[src/rtl/rtmc_stepper.sv]
`default_nettype none
// +------------------------------------------------------------------+
// | rtmc_stepper : register-bus slave driving two 4-coil steppers    |
// | Revision 1.0                                                     |
// +------------------------------------------------------------------+
module rtmc_stepper #(
    parameter int         ADDR_W   = 4,
    parameter logic [7:0] ID_VALUE = 8'hA5
) (
    input  logic              clk,
    input  logic              rst_n,
    input  logic [ADDR_W-1:0] reg_addr,
    input  logic [7:0]        reg_wdat,
    input  logic              reg_wr,
    input  logic              reg_rd,
    output logic [7:0]        reg_rdat,
    output logic              reg_ack,
    output logic [7:0]        mc,
    output logic [7:0]        mc_oe,
    output logic [1:0]        busy
);
    localparam int NCH        = 2;
    localparam int A_PRESCALE = 8;
    localparam int A_ID       = 9;

    logic [3:0]     ctrl   [NCH];
    logic [7:0]     period [NCH];
    logic [7:0]     steps  [NCH];
    logic [7:0]     pcnt   [NCH];
    logic [2:0]     idx    [NCH];
    logic [NCH-1:0] step_due;
    logic [7:0]     prescale;
    logic [7:0]     tcnt;
    logic           tick;
    logic           req;
    logic           wr_en;
    logic [7:0]     rd_val;

    function automatic logic hit(input logic [ADDR_W-1:0] a, input int n);
        return a == ADDR_W'(n);
    endfunction

    function automatic logic [3:0] coil(input logic [2:0] i);
        logic [3:0] p;
        case (i)
            3'd0:    p = 4'b0001;
            3'd1:    p = 4'b0011;
            3'd2:    p = 4'b0010;
            3'd3:    p = 4'b0110;
            3'd4:    p = 4'b0100;
            3'd5:    p = 4'b1100;
            3'd6:    p = 4'b1000;
            default: p = 4'b1001;
        endcase
        return p;
    endfunction

    // An odd index in full-step mode takes a single move to realign on an even entry.
    function automatic logic [2:0] next_idx(input logic [2:0] i, input logic dir,
                                            input logic half);
        logic [2:0] d;
        d = (half || i[0]) ? 3'd1 : 3'd2;
        return dir ? i + d : i - d;
    endfunction

    assign req   = (reg_wr | reg_rd) & ~reg_ack;
    assign wr_en = req & reg_wr;
    assign tick  = (tcnt == prescale);

    always_comb begin
        for (int c = 0; c < NCH; c++) begin
            busy[c]     = ctrl[c][0] && (steps[c] != 8'd0);
            step_due[c] = ({1'b0, pcnt[c]} + 9'd1) >=
                          ((period[c] == 8'd0) ? 9'd1 : {1'b0, period[c]});
        end
    end

    always_comb begin
        rd_val = 8'h00;
        for (int c = 0; c < NCH; c++) begin
            if (hit(reg_addr, 4*c))     rd_val = {4'h0, ctrl[c]};
            if (hit(reg_addr, 4*c + 1)) rd_val = period[c];
            if (hit(reg_addr, 4*c + 2)) rd_val = steps[c];
            if (hit(reg_addr, 4*c + 3)) rd_val = {4'h0, idx[c], busy[c]};
        end
        if (hit(reg_addr, A_PRESCALE)) rd_val = prescale;
        if (hit(reg_addr, A_ID))       rd_val = ID_VALUE;
    end

    always_ff @(posedge clk or negedge rst_n) begin
        if (!rst_n) begin
            reg_ack  <= 1'b0;
            reg_rdat <= 8'h00;
            mc       <= 8'h00;
            mc_oe    <= 8'h00;
            prescale <= 8'h00;
            tcnt     <= 8'h00;
            for (int c = 0; c < NCH; c++) begin
                ctrl[c]   <= 4'h0;
                period[c] <= 8'h00;
                steps[c]  <= 8'h00;
                pcnt[c]   <= 8'h00;
                idx[c]    <= 3'd0;
            end
        end else begin
            reg_ack <= req;
            if (req && !reg_wr) begin
                reg_rdat <= rd_val;
            end

            tcnt <= tick ? 8'h00 : tcnt + 8'd1;
            if (wr_en && hit(reg_addr, A_PRESCALE)) begin
                prescale <= reg_wdat;
                tcnt     <= 8'h00;
            end

            for (int c = 0; c < NCH; c++) begin
                if (busy[c] && tick) begin
                    if (step_due[c]) begin
                        pcnt[c]  <= 8'h00;
                        idx[c]   <= next_idx(idx[c], ctrl[c][1], ctrl[c][2]);
                        steps[c] <= steps[c] - 8'd1;
                    end else begin
                        pcnt[c] <= pcnt[c] + 8'd1;
                    end
                end
                // Bus writes are placed last so they override a same-cycle step.
                if (wr_en) begin
                    if (hit(reg_addr, 4*c))     ctrl[c]   <= reg_wdat[3:0];
                    if (hit(reg_addr, 4*c + 1)) period[c] <= reg_wdat;
                    if (hit(reg_addr, 4*c + 2)) begin
                        steps[c] <= reg_wdat;
                        pcnt[c]  <= 8'h00;
                    end
                end
                mc[4*c +: 4]    <= ctrl[c][0] ? coil(idx[c]) : 4'b0000;
                mc_oe[4*c +: 4] <= {4{ctrl[c][3]}};
            end
        end
    end

endmodule
`default_nettype wire

[config.mk]
export PLATFORM = sky130hd
export DESIGN_NAME = rtmc_stepper
export DESIGN_NICKNAME = d
export VERILOG_FILES = /design/src/rtl/rtmc_stepper.sv
export SDC_FILE = /design/constraint.sdc
export NUM_CORES = 1
export LEC_CHECK = 0
export BUFFER_PORTS_ARGS = -buffer_cell sky130_fd_sc_hd__buf_2
export CORE_UTILIZATION = 45
export DETAILED_ROUTE_END_ITERATION = 12
export PLACE_DENSITY = 0.61
export SYNTH_ARGS = -nofsm -noshare
export SYNTH_HDL_FRONTEND = slang
export SYNTH_SLANG_ARGS = --single-unit
[constraint.sdc]
create_clock -name clk -period 3.6 [get_ports clk]
set_clock_uncertainty 0.1 [all_clocks]
set_input_delay 0.18 -clock clk [delete_from_list [all_inputs] [get_ports clk]]
set_output_delay 0.18 -clock clk [all_outputs]
set_load 0.01 [all_outputs]
# Yosys cells after proc, flatten, opt, wreduce, memory -nomap -nowiden
# Index checks and enable logic that the tools add are counted.
[totals] input_bits=16 regBits=100 output_inout_bits=27
[classes] n_mux=38 n_addsub=11 magnitude_cmp=2 bitwise=4 reduce_logical=22 n_eq_ne=22
[op_table] op="$mux 8" n=29
[op_table] op="$pmux 4 s7" n=2
[op_table] op="$add 8x1->8 const B" n=3
[op_table] op="$add 8x1->9 const B" n=2
[op_table] op="$eq 3x3->1 const B" n=6
[op_table] op="$ge 9x8->1" n=2
[op_table] op="$eq 4x3->1 const B" n=4
[op_table] op="$logic_not 8->1" n=2
[op_table] op="$reduce_bool 8->1" n=2
[op_table] op="$sub 8x1->8 const B" n=2
[op_table] op="$eq 3x2->1 const B" n=4
[op_table] op="$mux 4" n=3
[op_table] op="$reduce_and 2->1" n=6
[op_table] op="$eq 4x2->1 const B" n=2
[op_table] op="$eq 4x4->1 const B" n=2
[op_table] op="$eq 8x8->1" n=1
[op_table] op="$add 3x2->3" n=2
[op_table] op="$eq 3x1->1 const B" n=2
[op_table] op="$logic_and 1x1->1" n=6
[op_table] op="$logic_not 3->1" n=2
[op_table] op="$mux 3" n=2
[op_table] op="$sub 3x2->3" n=2
[op_table] op="$eq 4x1->1 const B" n=1
[op_table] op="$logic_not 4->1" n=1
[op_table] op="other kinds (6)" n=9

# Logic depth before layout (Yosys ltp)
# Gate-level depths: netlist of the first run.
[depth] ltp_word=11 depth_mapped=11

# Worst setup path before layout of the first run
# OpenSTA, ideal clock, no wires.
[synth_path] path_kind="reg2reg" from="register pcnt[8] (netlist name)" to="register idx[3] (netlist name)" n_path_buf=1 path_stages_with_launch=12 setup_time_ns=0.125 period_less_slack_ns=3.069 t_arrival_ns=2.844 slack_ns=0.531 path_cell_list="dfrtp_1 ha_1 and3_1 and3_1 xor2_1 ha_1 and3_1 a221oi_1 o211a_1 clkbuf_1 nor2_1 mux2_2"
[synth_via] elab_chain_len=3
[synth_rtl] item="from (decl)" line="29" source="logic [7:0] pcnt [NCH];"
[synth_rtl] item="from (signal, indexed assignment)" line="124" source="pcnt[c] <= pcnt[c] + 8'd1;"
[synth_rtl] item="$add 8x1->9" line="73" source="step_due[c] = ({1'b0, pcnt[c]} + 9'd1) >="
[synth_rtl] item="$ge 9x8->1" line="73"
[synth_rtl] item="$reduce_and 2->1 (no source line)"
[synth_rtl] item="to (signal, indexed assignment)" line="121" source="idx[c] <= next_idx(idx[c], ctrl[c][1], ctrl[c][2]);"
[synth_rtl] item="to (decl)" line="30" source="logic [2:0] idx [NCH];"
# Every way passes these cells.
# A chain may end at the register's enable or synchronous reset.

# Worst setup path in the final report of the first run
[layout_path] from="register pcnt[0] (netlist name)" to="register idx[0] (netlist name)"
# The elaborated chain is that of the path after synthesis.

==> impl_metrics.ini, run 1 <==
[outcome]
outcome = complete, no violations

[cells_and_area]
syn2layout_area_growth_pct = 11.6
diodes = 0
drive_gt1_share_pct = 20.1
stdcell_count = 766
final_util_pct = 52.1
final_nets = 634
final_cell_area_um2 = 6330

[clock_network]
clk_pin_slew_worst_paths_ns = 0.07
cts_root_buf = clkbuf_16
cts_tree = done
cts_num_sinks = 97
cts_buffers = 9
cts.path.max_buffers = 2
insertion_delay_ns = 0.36
cts_setup_buffers = 0
cts.htree.levels = 3

[worst_setup_path]
required_ns = 3.74
worst-r2r-cell-count = 10
r2r_setup_slack_ns = 0.31
critPathSlowestCell = o211a_1
crit_path_start_kind = flip-flop
crit_fanout = 16
critPathKind = flip-flop to flip-flop
r2r-start = pcnt[0]$_DFF_PN0_
cp-endpoint = idx[0]$_DFFE_PN0P_
end_kind = flip-flop
reg2reg_to = idx[0]$_DFFE_PN0P_
critPathBufInv = 0
crit_family = compound AO/OA/AOI/OAI gates
cp-startpoint = pcnt[0]$_DFF_PN0_
cp.depth = 10
critPathMaxStageDelay_ns = 0.50
worstPathArrival_ns = 3.43
crit_chain = ha_1, and3_1, and3_1, xor2_1, ha_1, a21o_1, a221oi_1, o211a_1, nor2_1, mux2_2

[global_route]
gr-total-overflow = 0
grt_usage_pct = 23.7
antenna_found_initial = 1
grt_max_degree = 82
first_global_vias = 4381
grt_pass1_wl_um = 23200

[synth]
ys_ff_latch = 97
netlist_top_cells_count = dfrtp_1, nor2_1, mux2_2
synth_cell_types = 59
ys_seq_area_share_pct = 42.8
avgSynthCellArea_um2 = 10.1
yosys-top-cells-area = dfrtp_1, mux2_2, ha_1
async_flop_share_pct = 100
synth.largest_area_cell = dfrtp_1
synth_edf_count = 0
synth_flop_cell = dfrtp_1
syn_area_um2 = 5670
synth_top_area_share_pct = 42.8
yosysMostFrequentCell = dfrtp_1
syn_inst = 561
ys_warn_count = 0
synth_nets = 602

[route]
vias = 4448
drtIter0Drc = 292
ant_nets = 0
vias_per_cell = 5.81
wl_per_cell_um = 18.7
wl_um = 14400
drc = 0
drt_pass1_iterations = 5

[floorplan]
chipHeight_um = 114
io_pins = 43
die_x_um = 114
core_um2 = 12200
dieArea_um2 = 13100
initial_utilization_pct = 46.6
rows = 40

[power_and_ir_drop]
power_density_nw_per_um2 = 597
vdd_ir_drop_max_uv = 281
p_leak_uw = 0.00289

[sta]
fmax_ghz = 0.304
rsz0062_at_grt = false
period_share_pct = 91.4
drv_slew = 0
worstMarginPinSlew_ns = 1.02
relSlewSlack_pct = 31.7
setup_violations = 0
post-route-min-period_ns = 3.29
hold_viol_final = 0
tns_ns = 0
fin_ws_ns = 0.310

[hold_path]
hp-start = reg_addr[3]
hold_class = input port to flip-flop

[placed_design]
dp.cells = 747
gp_congestion = 0.859
dp_hpwl_um = 10400
portBuffers = 42
dp_worst_setup_slack_ns = 0.322
placed_area_um2 = 6000

[run]
cap_violations = 0
==> state kept, by name, summed over array words and instances (netlist names) <==
signal    cells
prescale      8
steps        16
mc_oe         2
ctrl          8
period       16
idx           6
mc            8
reg_rdat      8
reg_ack       1
tcnt          8
pcnt         16
==> metrics by stage <==
| stage | total power [µW] | hold WS [ns] |
|---|---|---|
| floorplan | 2390 | -0.216 |
| global placement | 2740 | 0.299 |
| detailed placement | 2790 | 0.313 |
| CTS | 3790 | 0.0608 |
| global route | 4020 | 0.0933 |
| finish | 3780 | 0.0723 |
==> cell usage in the layout (no fill, tap or decap), types with 8 or more instances in the layout <==
cell type  synthesis  layout
inv_1             24      24
xnor2_1           16      16
o31ai_1           11      11
nor2b_1            8       8
nand2_1           31      31
mux2_2            42      42
nand3_1           25      25
a31oi_1           14      14
nand4_1           16      16
or4_1             11      11
buf_2              5      41
ha_1              23      23
dfrtp_1           97      97
xor2_1            27      27
o21ai_0           18      18
a21oi_1            9       9
nor2_1            56      56
clkbuf_16          0       9
and3_1            12      12
==> logic make-up after synthesis <==
kind of cell | count (synthesis) | share of synthesized area (%)
adder cells (fa/ha/maj) | 25 | 5.78
AO/OA/AOI/OAI | 89 | 10.8
flip-flops | 97 | 42.8
multiplexers | 52 | 11.2
AND/OR/NAND/NOR | 201 | 18.7
buffers and inverters | 54 | 4.08
XOR/XNOR | 43 | 6.64
==> worst reg2reg max path, delay by kind of cell (launching register included) <==
kind                       cells  cell delay (ns)
xor gates and xnor gates       1             0.15
muxes                          1             0.31
and+or+nand+nor                3             0.59
AOI/OAI and AO/OA              3             1.05
adders and majority gates      2             0.56
DFF                            1             0.42
==> final cells by class <==
type	count	area, µm²
multi-input cells	410	3010
clock inverters	5	62.6
repair buffers	50	280
inverters	25	93.8
fillers	1126	5830
clock buffers	11	243
flip-flops and latches	97	2430
well taps	168	210
==> metal layers <==
metal / global-route usage, % / share of wire [%] / vias to the layer above
met3: 3.76 / 4.3 / 30
met5: 0 / 0 / -
li1: - / - / 2100
met2: 36.9 / 47 / 109
met1: 32.4 / 45 / 2209
met4: 11.4 / 3.0 / 0
==> where the power goes <==
group	switching, µW	internal (µW)
logic	629	503
registers	309	1340
clock network	433	564
==> how the worst min path moves through the flow <==
stage / endpoint / slack, ns / cells past startpoint
2_1_floorplan: ctrl[0]$_DFFE_PN0P_ / -0.22 / 0
3_3_place_gp: mc_oe[3]$_DFF_PN0_ / 0.30 / 0
3_5_place_dp: mc_oe[3]$_DFF_PN0_ / 0.31 / 0
4_1_cts: reg_rdat[1]$_DFFE_PN0P_ / 0.06 / 2
5_1_grt: reg_rdat[5]$_DFFE_PN0P_ / 0.09 / 4
6_report: reg_rdat[1]$_DFFE_PN0P_ / 0.07 / 2
==> what timing repair did <==
action	CTS	global route
hold endpoints to repair	81	0
hold buffers	3	0
gates resized for setup	0	0
Note: power is estimated with default switching activity, not from simulation.
==> inputs of run 2 (changes only) <==
==> config.mk (replaced) <==
export PLATFORM = sky130hd
export DESIGN_NAME = rtmc_stepper
export DESIGN_NICKNAME = d
export VERILOG_FILES = /design/src/rtl/rtmc_stepper.sv
export SDC_FILE = /design/constraint.sdc
export NUM_CORES = 1
export LEC_CHECK = 0
export CORE_UTILIZATION = 45
export DETAILED_ROUTE_END_ITERATION = 12
export DONT_BUFFER_PORTS = 1
export PLACE_DENSITY = 0.58
export SYNTH_ARGS = -nofsm -noshare
export SYNTH_HDL_FRONTEND = slang
export SYNTH_SLANG_ARGS = --single-unit
==> run 2 against run 1 <==
Effect of this change: flip-flop and latch count unchanged; fmax about the same; via count shrank 4.3%; final cell count shrank 4.0%; power up 0.19%; sequential share of layout area rose by 0.39 points; first-iteration DRC count shrank 16%; count of clock-buffer cells in the layout is the same; worst hold slack got worse by 0.031 ns; worst setup slack barely moved.
==> impl_metrics.ini, run 2 (synthesis gave the netlist of run 1 again) <==
[sta]
post-route-min-period_ns = 3.29
drv_slew = 0
fmax_ghz = 0.304
worstMarginPinSlew_ns = 0.954
setup_violations = 0
rsz0062_at_grt = false
relSlewSlack_pct = 35.9
period_share_pct = 91.4
fin_ws_ns = 0.309
tns_ns = 0
hold_viol_final = 0

[route]
wl_per_cell_um = 19.3
vias_per_cell = 5.79
drt_pass1_iterations = 5
wl_um = 14200
drc = 0
vias = 4255
drtIter0Drc = 245
ant_nets = 0

[global_route]
grt_usage_pct = 23.7
grt_max_degree = 98
gr-total-overflow = 0
antenna_found_initial = 1
grt_pass1_wl_um = 23200
first_global_vias = 4202

[worst_setup_path]
worstPathArrival_ns = 3.43
critPathKind = flip-flop to flip-flop
end_kind = flip-flop
critPathSlowestCell = o211a_1
required_ns = 3.74
crit_fanout = 16
critPathBufInv = 0
crit_family = compound AO/OA/AOI/OAI gates
critPathMaxStageDelay_ns = 0.49
path_common_cell = and3_1
crit_chain = ha_1, and3_1, and3_1, xor2_1, ha_1, and3_1, a221oi_1, o211a_1, nor2_1, mux2_2
crit_path_start_kind = flip-flop

[placed_design]
dp.cells = 703
gp_congestion = 0.801
placed_area_um2 = 5770
dp_hpwl_um = 9980
dp_worst_setup_slack_ns = 0.310
portBuffers = 0

[cells_and_area]
layout_common_cells = dfrtp_1, nor2_1, mux2_2
seqCellArea_um2 = 2430
stdcell_count = 735
final_cell_area_um2 = 6270
final_nets = 602
drive_gt1_share_pct = 13.6
syn2layout_area_growth_pct = 10.5
multiInputGateArea_um2 = 3010
top_regs = pcnt: 16 flops, period: 16 flops, steps: 16 flops
layout_commonest_cell = dfrtp_1
fillerInstances = 1128

[floorplan]
core_um2 = 12200
chipHeight_um = 114
rows = 40
dieArea_um2 = 13100
io_pins = 43
die_x_um = 114
initial_utilization_pct = 46.6

[clock_network]
clk_pin_slew_worst_paths_ns = 0.07
cts.path.max_buffers = 2
insertion_delay_ns = 0.36
cts.htree.levels = 3
cts_root_buf = clkbuf_16
cts_setup_buffers = 0
cts_buffers = 9
cts_hold_buf = 15
cts_tree = done
cts_num_sinks = 97
cts_resized = 0

[power_and_ir_drop]
p_leak_uw = 0.00277
power_density_nw_per_um2 = 604
vdd_ir_drop_max_uv = 244

[outcome]
outcome = complete, no violations

[hold_path]
hold_class = input port to flip-flop

[run]
cap_violations = 0
## run 2: changes by cell type in the layout (fill, tap and decap cells not counted), sizes merged
cell         change
buf             -43
dlygate4sd3     +11
bufinv           +1
clkinvlp         -1
diode            +1
## run 2: per-layer routing
metal / GRT usage (%) / share of wire (%) / routed length (µm)
met1: 32.9 / 48 / 6770
met2: 36.4 / 45 / 6370
met3: 4.61 / 5.3 / 746
met4: 9.70 / 2.0 / 289
met5: 0 / 0 / 0
## run 2: worst register-to-register path: cells and delay by family, from the launching register on
kind                     cells  cell delay [ns]
AO/OA/AOI/OAI                2             0.85
AND/OR/NAND/NOR              4             0.78
flip-flops                   1             0.42
multiplexers                 1             0.31
adder cells (fa/ha/maj)      2             0.56
XOR/XNOR                     1             0.15
## run 2: final timing paths
check / startpoint / end / slack (ns) / cells after the start
max in group asynchronous: rst_n / ctrl[1]$_DFFE_PN0P_ / 2.71 / 2
min in group asynchronous: rst_n / steps[15]$_DFF_PN0_ / 0.31 / 2
setup / recovery: pcnt[0]$_DFF_PN0_ / idx[1]$_DFFE_PN0P_ / 0.31 / 10
hold reg to reg: ctrl[7]$_DFFE_PN0P_ / mc_oe[3]$_DFF_PN0_ / 0.31 / 0
hold / removal: reg_addr[1] / reg_rdat[0]$_DFFE_PN0P_ / 0.04 / 3
setup reg to reg: pcnt[0]$_DFF_PN0_ / idx[1]$_DFFE_PN0P_ / 0.31 / 10
## run 2: cell type report
type	instances	area share, %
Clock buffer	11	3.87
Inverter	25	1.50
Timing Repair Buffer	18	3.03
Multi-Input combinational cell	410	48.1
Clock inverter	5	1.38
Antenna cell	1	0.0399
Tap cell	168	3.35
Sequential cell	97	38.7
## run 2: report_power, final
| group | leakage (µW) | internal [µW] | switching [µW] | total, µW |
|---|---|---|---|---|
| clock | 0.000161 | 635 | 432 | 1070 |
| combinational | 0.00137 | 470 | 563 | 1030 |
| sequential | 0.00123 | 1340 | 345 | 1680 |
## run 2: per-stage QoR
stage,util [%],hold WS [ns],total power [µW]
global route,51.5,0.0456,4030
CTS,51.5,0.0231,3810
detailed placement,47.4,-0.211,2680
floorplan,-,-0.216,2390
finish,51.5,0.0416,3780
global placement,47.4,-0.211,2640
==> inputs of run 3 (changes only) <==
--- a/config.mk
+++ b/config.mk
@@ -5,10 +5,12 @@
 export SDC_FILE = /design/constraint.sdc
 export NUM_CORES = 1
 export LEC_CHECK = 0
+export CELL_PAD_IN_SITES_DETAIL_PLACEMENT = 1
+export CELL_PAD_IN_SITES_GLOBAL_PLACEMENT = 1
 export CORE_UTILIZATION = 45
 export DETAILED_ROUTE_END_ITERATION = 12
 export DONT_BUFFER_PORTS = 1
-export PLACE_DENSITY = 0.58
+export PLACE_DENSITY = 0.7
 export SYNTH_ARGS = -nofsm -noshare
 export SYNTH_HDL_FRONTEND = slang
 export SYNTH_SLANG_ARGS = --single-unit
==> run 3 against run 2 <==
Effect of this change: count of clock-buffer cells in the layout shrank 1; sequential power is essentially flat; combinational power is essentially flat; highest routed layer unchanged; sequential share of layout area shrank 0.062 points; critical path type unchanged; global-route usage grew 2.5 points; final cell count grew 0.27%; worst hold slack lost 0.015 ns; worst setup slack lost 0.020 ns; first-iteration DRC count grew 13%; via count grew 3.4%; power grew 0.44%; utilization grew 0.082 points.
==> impl_metrics.ini, run 3 (synthesis gave the netlist of run 1 again) <==
[outcome]
outcome = complete, no violations

[floorplan]
dieArea_um2 = 13100
chipHeight_um = 114
initial_utilization_pct = 46.6
io_pins = 43
die_x_um = 114
core_um2 = 12200
rows = 40

[worst_setup_path]
required_ns = 3.77
critPathBufInv = 0
critPathMaxStageDelay_ns = 0.47
end_kind = flip-flop
r2r_setup_slack_ns = 0.29
crit_path_start_kind = flip-flop
r2r-start = pcnt[8]$_DFF_PN0_
crit_chain = ha_1, and3_1, and3_1, xor2_1, ha_1, and3_1, a221oi_1, o211a_1, o21ai_1, nor2_1
crit_fanout = 14
critPathSlowestCell = o211a_1
reg2reg_to = pcnt[8]$_DFF_PN0_
worst-r2r-cell-count = 10
path_common_cell = and3_1
cp-startpoint = pcnt[8]$_DFF_PN0_
critPathKind = flip-flop to flip-flop
worstPathArrival_ns = 3.48
crit_family = compound AO/OA/AOI/OAI gates

[global_route]
first_global_vias = 4674
grt_util_met3_pct = 4.45
grt_usage_pct = 26.2
use_met1_pct = 34.5
grt_pass1_wl_um = 25800
grt_max_degree = 98
use_met2_pct = 41.7
top_usage_layer = met2
antenna_found_initial = 0
gr-total-overflow = 0

[clock_network]
cts.htree.levels = 3
insertion_delay_ns = 0.35
cts.path.max_buffers = 2
cts_tree = done
clk_pin_slew_worst_paths_ns = 0.07
cts_buffers = 9
cts_resized = 0
cts_num_sinks = 97
cts_root_buf = clkbuf_16

[cells_and_area]
final_util_pct = 51.6
drive_gt1_share_pct = 14.1
stdcell_count = 737
diodes = 0
syn2layout_area_growth_pct = 10.7
layout_commonest_cell = dfrtp_1
final_nets = 605
top_regs = pcnt: 16 flops, period: 16 flops, steps: 16 flops
layout_common_cells = dfrtp_1, nor2_1, mux2_2

[placed_design]
dp.cells = 706
gp_congestion = 0.817
dp_hpwl_um = 11100
portBuffers = 0

[sta]
setup_violations = 0
drv_slew = 0
fmax_ghz = 0.302
worstMarginPinSlew_ns = 0.915
tns_ns = 0
hold_viol_final = 0
whs_ns = 0.0266
rsz0062_at_grt = false
period_share_pct = 92.0
relSlewSlack_pct = 38.5
post-route-min-period_ns = 3.31

[hold_path]
hold_path_depth = 3
hold_path_end = reg_rdat[0]$_DFFE_PN0P_
hp-start = reg_addr[1]
hold_class = input port to flip-flop

[route]
drt_pass1_iterations = 4
wl_um = 15900
vias_per_cell = 5.97
wl_per_cell_um = 21.6
drc = 0
drtIter0Drc = 278
ant_nets = 0
vias = 4401

[power_and_ir_drop]
p_leak_uw = 0.00277
power_density_nw_per_um2 = 605
vdd_ir_drop_max_uv = 264
p_total_uw = 3800

[run]
cap_violations = 0
-- run 3: changes by cell type in the layout (fill, tap and decap cells not counted) --
cell and change:
buf_4 +3, clkbuf_8 -1, clkinv_2 +1, clkinvlp_4 +1, diode_2 -1, inv_6 -1
-- run 3: worst max-delay path by stage --
stage / endpoint / slack (ns) / cells past startpoint
after detailed placement: pcnt[3]$_DFF_PN0_ / 0.28 / 10
final: pcnt[8]$_DFF_PN0_ / 0.29 / 10
after floorplan: idx[3]$_DFFE_PN0P_ / 0.53 / 11
after CTS: pcnt[3]$_DFF_PN0_ / 0.27 / 10
after global routing: pcnt[3]$_DFF_PN0_ / 0.02 / 10
after global placement: idx[0]$_DFFE_PN0P_ / 0.42 / 10
-- run 3: per-layer routing --
layer	vias to the layer above	part of all wire (%)	wire (µm)
li1	2035	-	-
met1	2236	44	7100
met2	97	48	7580
met3	33	4.6	739
met4	0	3.3	526
met5	-	0	0
-- run 3: timing repair --
action | in CTS | in global routing
hold buffers | 15 | 0
buffers inserted | 0 | 0
endpoints found under the hold margin | 151 | 0
-- run 3: through the flow --
| stage | setup WS, ns | instance area, µm² |
|---|---|---|
| finish | 0.290 | 6280 |
| global route | 0.0172 | 6280 |
| CTS | 0.270 | 6280 |
| detailed placement | 0.281 | 5790 |
| global placement | 0.422 | 5790 |
| floorplan | 0.531 | 5670 |
-- run 3: where the power goes --
part	internal [µW]	switching (µW)
clock	612	437
combinational	472	592
sequential	1340	348
-- run 3: layout make-up --
type                            instances  area, µm²
Sequential cell                        97       2430
Clock buffer                           10        229
Tap cell                              168        210
Inverter                               25       93.8
Clock inverter                          6       90.1
Fill cell                            1347       5880
Timing Repair Buffer                   21        213
Multi-Input combinational cell        410       3010
-- run 3: worst min-delay path, cell delays in order --
cell	delay (ns)
nand3_1	0.05
o22ai_1	0.12
a211oi_1	0.09
